===== src/rtl/chuchu_ckpt_pkg.sv =====
// Shared sizes, FSM encoding and helpers for the checkpoint page controller.
package chuchu_ckpt_pkg;

  localparam int NUM_PAGES = 8;
  localparam int PAGE_W    = 3;

  typedef enum logic [1:0] {
    IDLE    = 2'd0,
    RESTORE = 2'd1,
    SETTLE  = 2'd2
  } ckpt_state_t;

  function automatic logic [PAGE_W:0] popcount(input logic [NUM_PAGES-1:0] v);
    logic [PAGE_W:0] c;
    c = '0;
    for (int i = 0; i < NUM_PAGES; i++) begin
      c = c + {{PAGE_W{1'b0}}, v[i]};
    end
    return c;
  endfunction

endpackage


===== src/rtl/chuchu_ckpt_age.sv =====
// Age matrix: older_q[i][j]=1 when live page i was allocated before live page j.
module chuchu_ckpt_age
  import chuchu_ckpt_pkg::*;
(
  input  logic                 clk,
  input  logic                 reset,
  input  logic                 alloc_en,
  input  logic [PAGE_W-1:0]    alloc_page,
  input  logic [NUM_PAGES-1:0] live,
  input  logic [NUM_PAGES-1:0] free_mask,
  input  logic [PAGE_W-1:0]    query_page,
  output logic [NUM_PAGES-1:0] younger_mask
);

  logic [NUM_PAGES-1:0] older_q [NUM_PAGES];
  logic [NUM_PAGES-1:0] older_d [NUM_PAGES];

  always_comb begin
    for (int i = 0; i < NUM_PAGES; i++) begin
      older_d[i] = older_q[i];
    end
    if (alloc_en) begin
      for (int k = 0; k < NUM_PAGES; k++) begin
        older_d[k][alloc_page] = live[k];
      end
      older_d[alloc_page] = '0;
    end
    // Frees win over a same-cycle alloc so a page freed now never ranks as older.
    for (int i = 0; i < NUM_PAGES; i++) begin
      if (free_mask[i]) begin
        older_d[i] = '0;
        for (int j = 0; j < NUM_PAGES; j++) begin
          older_d[j][i] = 1'b0;
        end
      end
    end
  end

  always_ff @(posedge clk or negedge reset) begin
    if (!reset) begin
      for (int i = 0; i < NUM_PAGES; i++) begin
        older_q[i] <= '0;
      end
    end else begin
      for (int i = 0; i < NUM_PAGES; i++) begin
        older_q[i] <= older_d[i];
      end
    end
  end

  assign younger_mask = older_q[query_page];

endmodule


===== src/rtl/chuchu_ckpt_ctrl.sv =====
// Checkpoint page controller: grants snapshot pages to branches, frees them on
// resolution and sequences restore + squash on a mispredict.
module chuchu_ckpt_ctrl
  import chuchu_ckpt_pkg::*;
(
  input  logic                 clk,
  input  logic                 reset,
  // Handshake: a grant happens in a cycle where br_alloc_valid & br_alloc_ready;
  // ready depends only on registered state, never on valid or resolve inputs.
  input  logic                 br_alloc_valid,
  output logic                 br_alloc_ready,
  output logic [PAGE_W-1:0]    br_alloc_page,
  input  logic                 resolve_valid,
  input  logic [PAGE_W-1:0]    resolve_page,
  input  logic                 resolve_mispredict,
  output logic                 save_state,
  output logic [PAGE_W-1:0]    save_page,
  output logic                 restore_state,
  output logic [PAGE_W-1:0]    restore_page,
  output logic                 recover_busy,
  output logic [NUM_PAGES-1:0] flush_mask,
  output logic [PAGE_W:0]      pages_in_use,
  output ckpt_state_t          dbg_state
);

  ckpt_state_t          state_q, state_d;
  logic [NUM_PAGES-1:0] in_use_q, in_use_d;
  logic [NUM_PAGES-1:0] kill_q, kill_d;
  logic [PAGE_W-1:0]    rest_page_q, rest_page_d;
  logic                 save_state_q, save_state_d;
  logic [PAGE_W-1:0]    save_page_q, save_page_d;
  logic [PAGE_W:0]      pages_q, pages_d;

  logic [PAGE_W-1:0]    grant_page;
  logic                 free_hit;
  logic                 resolve_live, mispredict_take, correct_free;
  logic                 alloc_fire, alloc_keep;
  logic [NUM_PAGES-1:0] free_mask;
  logic [NUM_PAGES-1:0] younger_mask;

  always_comb begin
    free_hit   = 1'b0;
    grant_page = '0;
    for (int i = NUM_PAGES - 1; i >= 0; i--) begin
      if (!in_use_q[i]) begin
        free_hit   = 1'b1;
        grant_page = PAGE_W'(i);
      end
    end
  end

  assign br_alloc_ready  = (state_q == IDLE) && free_hit;
  assign br_alloc_page   = grant_page;
  assign alloc_fire      = br_alloc_valid && br_alloc_ready;
  assign resolve_live    = resolve_valid && in_use_q[resolve_page];
  assign mispredict_take = (state_q == IDLE) && resolve_live && resolve_mispredict;
  assign correct_free    = resolve_live && !resolve_mispredict;
  // A grant racing a mispredict is younger than the bad branch: it is squashed.
  assign alloc_keep      = alloc_fire && !mispredict_take;

  always_comb begin
    state_d       = state_q;
    rest_page_d   = rest_page_q;
    kill_d        = '0;
    free_mask     = '0;
    restore_state = 1'b0;
    recover_busy  = 1'b0;
    flush_mask    = '0;
    if (correct_free) begin
      free_mask[resolve_page] = 1'b1;
    end
    case (state_q)
      IDLE: begin
        if (mispredict_take) begin
          state_d     = RESTORE;
          rest_page_d = resolve_page;
          if (alloc_fire) begin
            kill_d[grant_page] = 1'b1;
          end
        end
      end
      RESTORE: begin
        restore_state = 1'b1;
        recover_busy  = 1'b1;
        flush_mask    = (in_use_q & younger_mask) | kill_q;
        free_mask     = free_mask | flush_mask;
        free_mask[rest_page_q] = 1'b1;
        state_d       = SETTLE;
      end
      SETTLE: begin
        recover_busy = 1'b1;
        state_d      = IDLE;
      end
      default: state_d = IDLE;
    endcase

    in_use_d = in_use_q & ~free_mask;
    if (alloc_keep) begin
      in_use_d[grant_page] = 1'b1;
    end
    pages_d      = popcount(in_use_d);
    save_state_d = alloc_keep;
    save_page_d  = alloc_keep ? grant_page : save_page_q;
  end

  always_ff @(posedge clk or negedge reset) begin
    if (!reset) begin
      state_q      <= IDLE;
      in_use_q     <= '0;
      kill_q       <= '0;
      rest_page_q  <= '0;
      save_state_q <= 1'b0;
      save_page_q  <= '0;
      pages_q      <= '0;
    end else begin
      state_q      <= state_d;
      in_use_q     <= in_use_d;
      kill_q       <= kill_d;
      rest_page_q  <= rest_page_d;
      save_state_q <= save_state_d;
      save_page_q  <= save_page_d;
      pages_q      <= pages_d;
    end
  end

  chuchu_ckpt_age u_age (
    .clk          (clk),
    .reset        (reset),
    .alloc_en     (alloc_keep),
    .alloc_page   (grant_page),
    .live         (in_use_q),
    .free_mask    (free_mask),
    .query_page   (rest_page_q),
    .younger_mask (younger_mask)
  );

  assign save_state   = save_state_q;
  assign save_page    = save_page_q;
  assign restore_page = rest_page_q;
  assign pages_in_use = pages_q;
  assign dbg_state    = state_q;

endmodule


===== config.mk =====
export PLATFORM = sky130hd
export DESIGN_NAME = chuchu_ckpt_ctrl
export DESIGN_NICKNAME = d
export VERILOG_FILES = /design/src/rtl/chuchu_ckpt_pkg.sv /design/src/rtl/chuchu_ckpt_age.sv /design/src/rtl/chuchu_ckpt_ctrl.sv
export SDC_FILE = /design/constraint.sdc
export NUM_CORES = 1
export LEC_CHECK = 0
export ABC_AREA = 1
export ABC_CLOCK_PERIOD_IN_PS = 8350
export CORE_MARGIN = 2
export CORE_UTILIZATION = 46
export CTS_BUF_LIST = sky130_fd_sc_hd__clkbuf_2 sky130_fd_sc_hd__clkbuf_4 sky130_fd_sc_hd__clkbuf_8
export DETAILED_ROUTE_END_ITERATION = 12
export GPL_TIMING_DRIVEN = 0
export SYNTH_ARGS = -nofsm -noshare
export SYNTH_HDL_FRONTEND = slang
export SYNTH_HIERARCHICAL = 1
export SYNTH_SLANG_ARGS = --single-unit

===== constraint.sdc =====
create_clock -name clk -period 8.35 [get_ports clk]
set_input_delay 1.67 -clock clk [delete_from_list [all_inputs] [get_ports clk]]
set_output_delay 1.67 -clock clk [all_outputs]
set_load 0.05 [all_outputs]

==> results.py <==
metrics = {
    "global_route": {
        "grt_max_degree": 50,
        "gr-total-overflow": 0,
        "grt_use_total_pct": 30.9,
        "grt_pass1_vias": 6024,
        "grt_pass1_wl_um": 33100,
        "antenna_found_initial": 0,
    },
    "setup_path": {
        "crit_slowest_cell": "clkdlybuf4s50_1",
        "critPathMaxFanout": 10,
        "worstPathCellList": "clkdlybuf4s50_1 > inv_2 > nor2_2 > nand2_1 > nor2_2 > nor2_1 > nand2_4 > nand3b_4 > nand2_2 > o21ai_0 > fa_1 > inv_1 > fa_1 > fa_1 > inv_1 > ha_1 > fa_1 > xor2_1",
        "cp.buffers_inverters": 4,
        "cpMostUsedCell": "fa_1",
        "crit_arrival_ns": 5.80,
        "crit_path_end_kind": "flop",
        "cpPeakStageDelay_ns": 0.52,
        "setup.worst_path.class": "primary input to flop",
        "required_ns": 8.62,
        "critical_path.startpoint_type": "primary input",
        "crit_family": "adder cells",
    },
    "routing": {
        "drc": 0,
        "drt_iter0_markers": 645,
        "drt-vias-per-instance": 5.57,
        "wl_per_cell_um": 18.5,
        "drt_first_pass_iters": 6,
        "vias": 6402,
        "wirelength_um": 21300,
        "ant_nets": 0,
    },
    "clocking": {
        "clock_sinks": 93,
        "clk_pin_slew_ns": 0.09,
        "cts_resized": 0,
        "cts_hold_buffers": 0,
        "cts_root_buffer": "clkbuf_8",
        "cts_made_buffers": 9,
        "worstSkewPairLatency_ns": 0.38,
        "cts_tree": "built",
        "clockBufferDepth": 2,
        "cts_setup_buffers": 0,
        "htreeDepth": 3,
    },
    "yosys": {
        "ys_seq_elements": 93,
        "synthSimpleGateAreaFrac_pct": 43.5,
        "yosysMostFrequentCell": "nand2_1",
        "yosysTopAreaCell": "dfrtp_1",
        "synthXorXnorAreaFrac_pct": 0.145,
        "ys.flop_type": "dfrtp_1",
        "yosys-top-cells-area": "dfrtp_1, nand2_1, nor2_1",
        "synth.top_cell.area_share_pct": 38.4,
        "synth_compound_area_share_pct": 6.73,
        "synth_seq_area_share_pct": 38.4,
        "synth_top_family_by_area": "simple AND/OR/NAND/NOR gates",
        "synth_cells": 929,
        "synth_cell_types": 32,
        "ys_async_sr_fraction_pct": 100,
        "synthAdderAreaFrac_pct": 2.35,
        "yosys_warnings": 6,
        "synth_area_um2": 6060,
        "synth_edf_count": 0,
        "synth_nets": 946,
        "ys_top_cells_by_count": "nand2_1, nor2_1, dfrtp_1",
        "synth_mux_area_share_pct": 0,
        "syn_avg_cell_area_um2": 6.52,
    },
    "sta": {
        "setup-violations-final": 0,
        "setup_slack_ns": 2.82,
        "relSlewSlack_pct": 50.5,
        "rsz0062_at_grt": "false",
        "timing.final.crit_share_pct": 66.2,
        "finalCriticalPeriod_ns": 5.53,
        "finalHoldViolations": 0,
        "slew_violations": 0,
        "fin_skew_ns": 0.00859,
        "clock.fmax_mhz": 181,
        "worstMarginPinSlew_ns": 0.742,
        "setup_tns_ns": 0,
    },
    "finish": {
        "nets": 990,
        "final-instance-count-excl-fill": 1149,
        "area_growth_pct": 12.5,
        "layout-drive-gt1-share_pct": 8.70,
        "utilization_pct": 53.6,
        "insertedDiodeCount": 0,
    },
    "power": {
        "total_power_w": 0.00304,
        "ir_worst_vdd_mv": 0.330,
        "p_leak_nw": 3.79,
        "p_per_area_nw_per_um2": 446,
    },
    "floorplanning": {
        "ios": 35,
        "die_area_um2": 14100,
        "core_um2": 12700,
        "die_h_um": 119,
        "die_w_um": 119,
        "core.rowCount": 41,
        "initial_core_util_pct": 47.6,
    },
    "placed_design": {
        "numPortBuffers": 32,
        "dpl.cell_count": 1134,
        "hpwl_um": 15400,
        "dp_slack_ns": 2.40,
        "gp_congestion": 0.987,
    },
    "worst_hold_path": {
        "hp-class": "flop to flop",
    },
    "run": {
        "drv_cap": 0,
    },
    "status": {
        "status": "completed",
    },
}
-- per-layer routing --
metal  routed length, µm  global-route usage, %  part of all wire [%]  vias to the layer above
met5                   0                      0                     0                        -
met3                1930                   5.84                   9.1                       54
li1                    -                      -                     -                     2997
met1                8700                   40.4                    41                     3000
met4                 812                   14.1                   3.8                        0
met2                9860                   49.4                    46                      351
-- worst reg2reg max path, delay by kind of cell (launching register included) --
| kind | cells | cell delay (ns) |
|---|---|---|
| fa+ha+maj | 5 | 2.08 |
| flops | 1 | 0.60 |
| simple gates | 5 | 0.48 |
| compound gates | 4 | 0.63 |
| xor+xnor | 1 | 0.15 |
| buf+inv | 4 | 0.97 |
-- stage by stage --
step | cell area [µm²] | hold WS, ns
finish | 6820 | 0.491
global route | 6820 | 0.509
CTS | 6820 | 0.490
detailed placement | 6620 | 0.468
global placement | 6590 | 0.467
floorplan | 6060 | 0.442
-- flip-flops by register name, indices dropped and copies added (netlist names) --
name           cells
save_state         1
pages_in_use       4
u_age/older_q     64
dbg_state          2
in_use_q           8
save_page          3
restore_page       3
kill_q             8
-- layout make-up --
cell class / instances / area (µm²)
inverter: 86 / 325
buffer: 34 / 210
multi-input combinational: 716 / 3200
sequential: 93 / 2330
tap: 172 / 215
fill: 1354 / 5900
clock inverter: 4 / 47.5
clock buffer: 11 / 151
timing repair buffer: 33 / 345
-- power by group --
group / leakage (nW) / switching [W] / internal, W
sequential: 1.22 / 0.000134 / 0.000614
combinational: 2.47 / 0.00139 / 0.000583
clock: 0.101 / 0.000169 / 0.000152
-- kinds of logic (layout without fill, tap and decap cells) --
group / after synthesis / after routing
simple gates: 626 / 626
xor+xnor: 1 / 1
flops: 93 / 93
buf+inv: 120 / 168
compound gates: 80 / 80
fa+ha+maj: 9 / 9
-- final timing paths --
| check | slack, ns | from | end | cells after the start |
|---|---|---|---|---|
| max in group asynchronous | 6.36 | reset | kill_q[3] | 2 |
| worst max-delay path | 2.82 | resolve_page[2] | pages_in_use[2] | 18 |
| min in group asynchronous | 1.30 | reset | u_age/older_q[62] | 1 |
| worst max register to register | 3.35 | restore_page[0] | pages_in_use[2] | 19 |
| worst min-delay path | 0.49 | u_age/older_q[20] | u_age/older_q[20] | 2 |
| worst min register to register | 0.49 | u_age/older_q[20] | u_age/older_q[20] | 2 |
-- layout by cell type (no fill, tap or decap), types with 10 or more instances in the layout --
| cell | n |
|---|---|
| nor3_1 | 10 |
| nor2_1 | 134 |
| buf_4 | 12 |
| o21ai_0 | 34 |
| nand2_1 | 358 |
| nand4_1 | 12 |
| clkbuf_8 | 11 |
| inv_1 | 75 |
| nor2_2 | 12 |
| a21oi_1 | 36 |
| buf_2 | 12 |
| nand3_1 | 77 |
| clkdlybuf4s50_1 | 31 |
| dfrtp_1 | 93 |
Power figures use the tool's default switching activity.
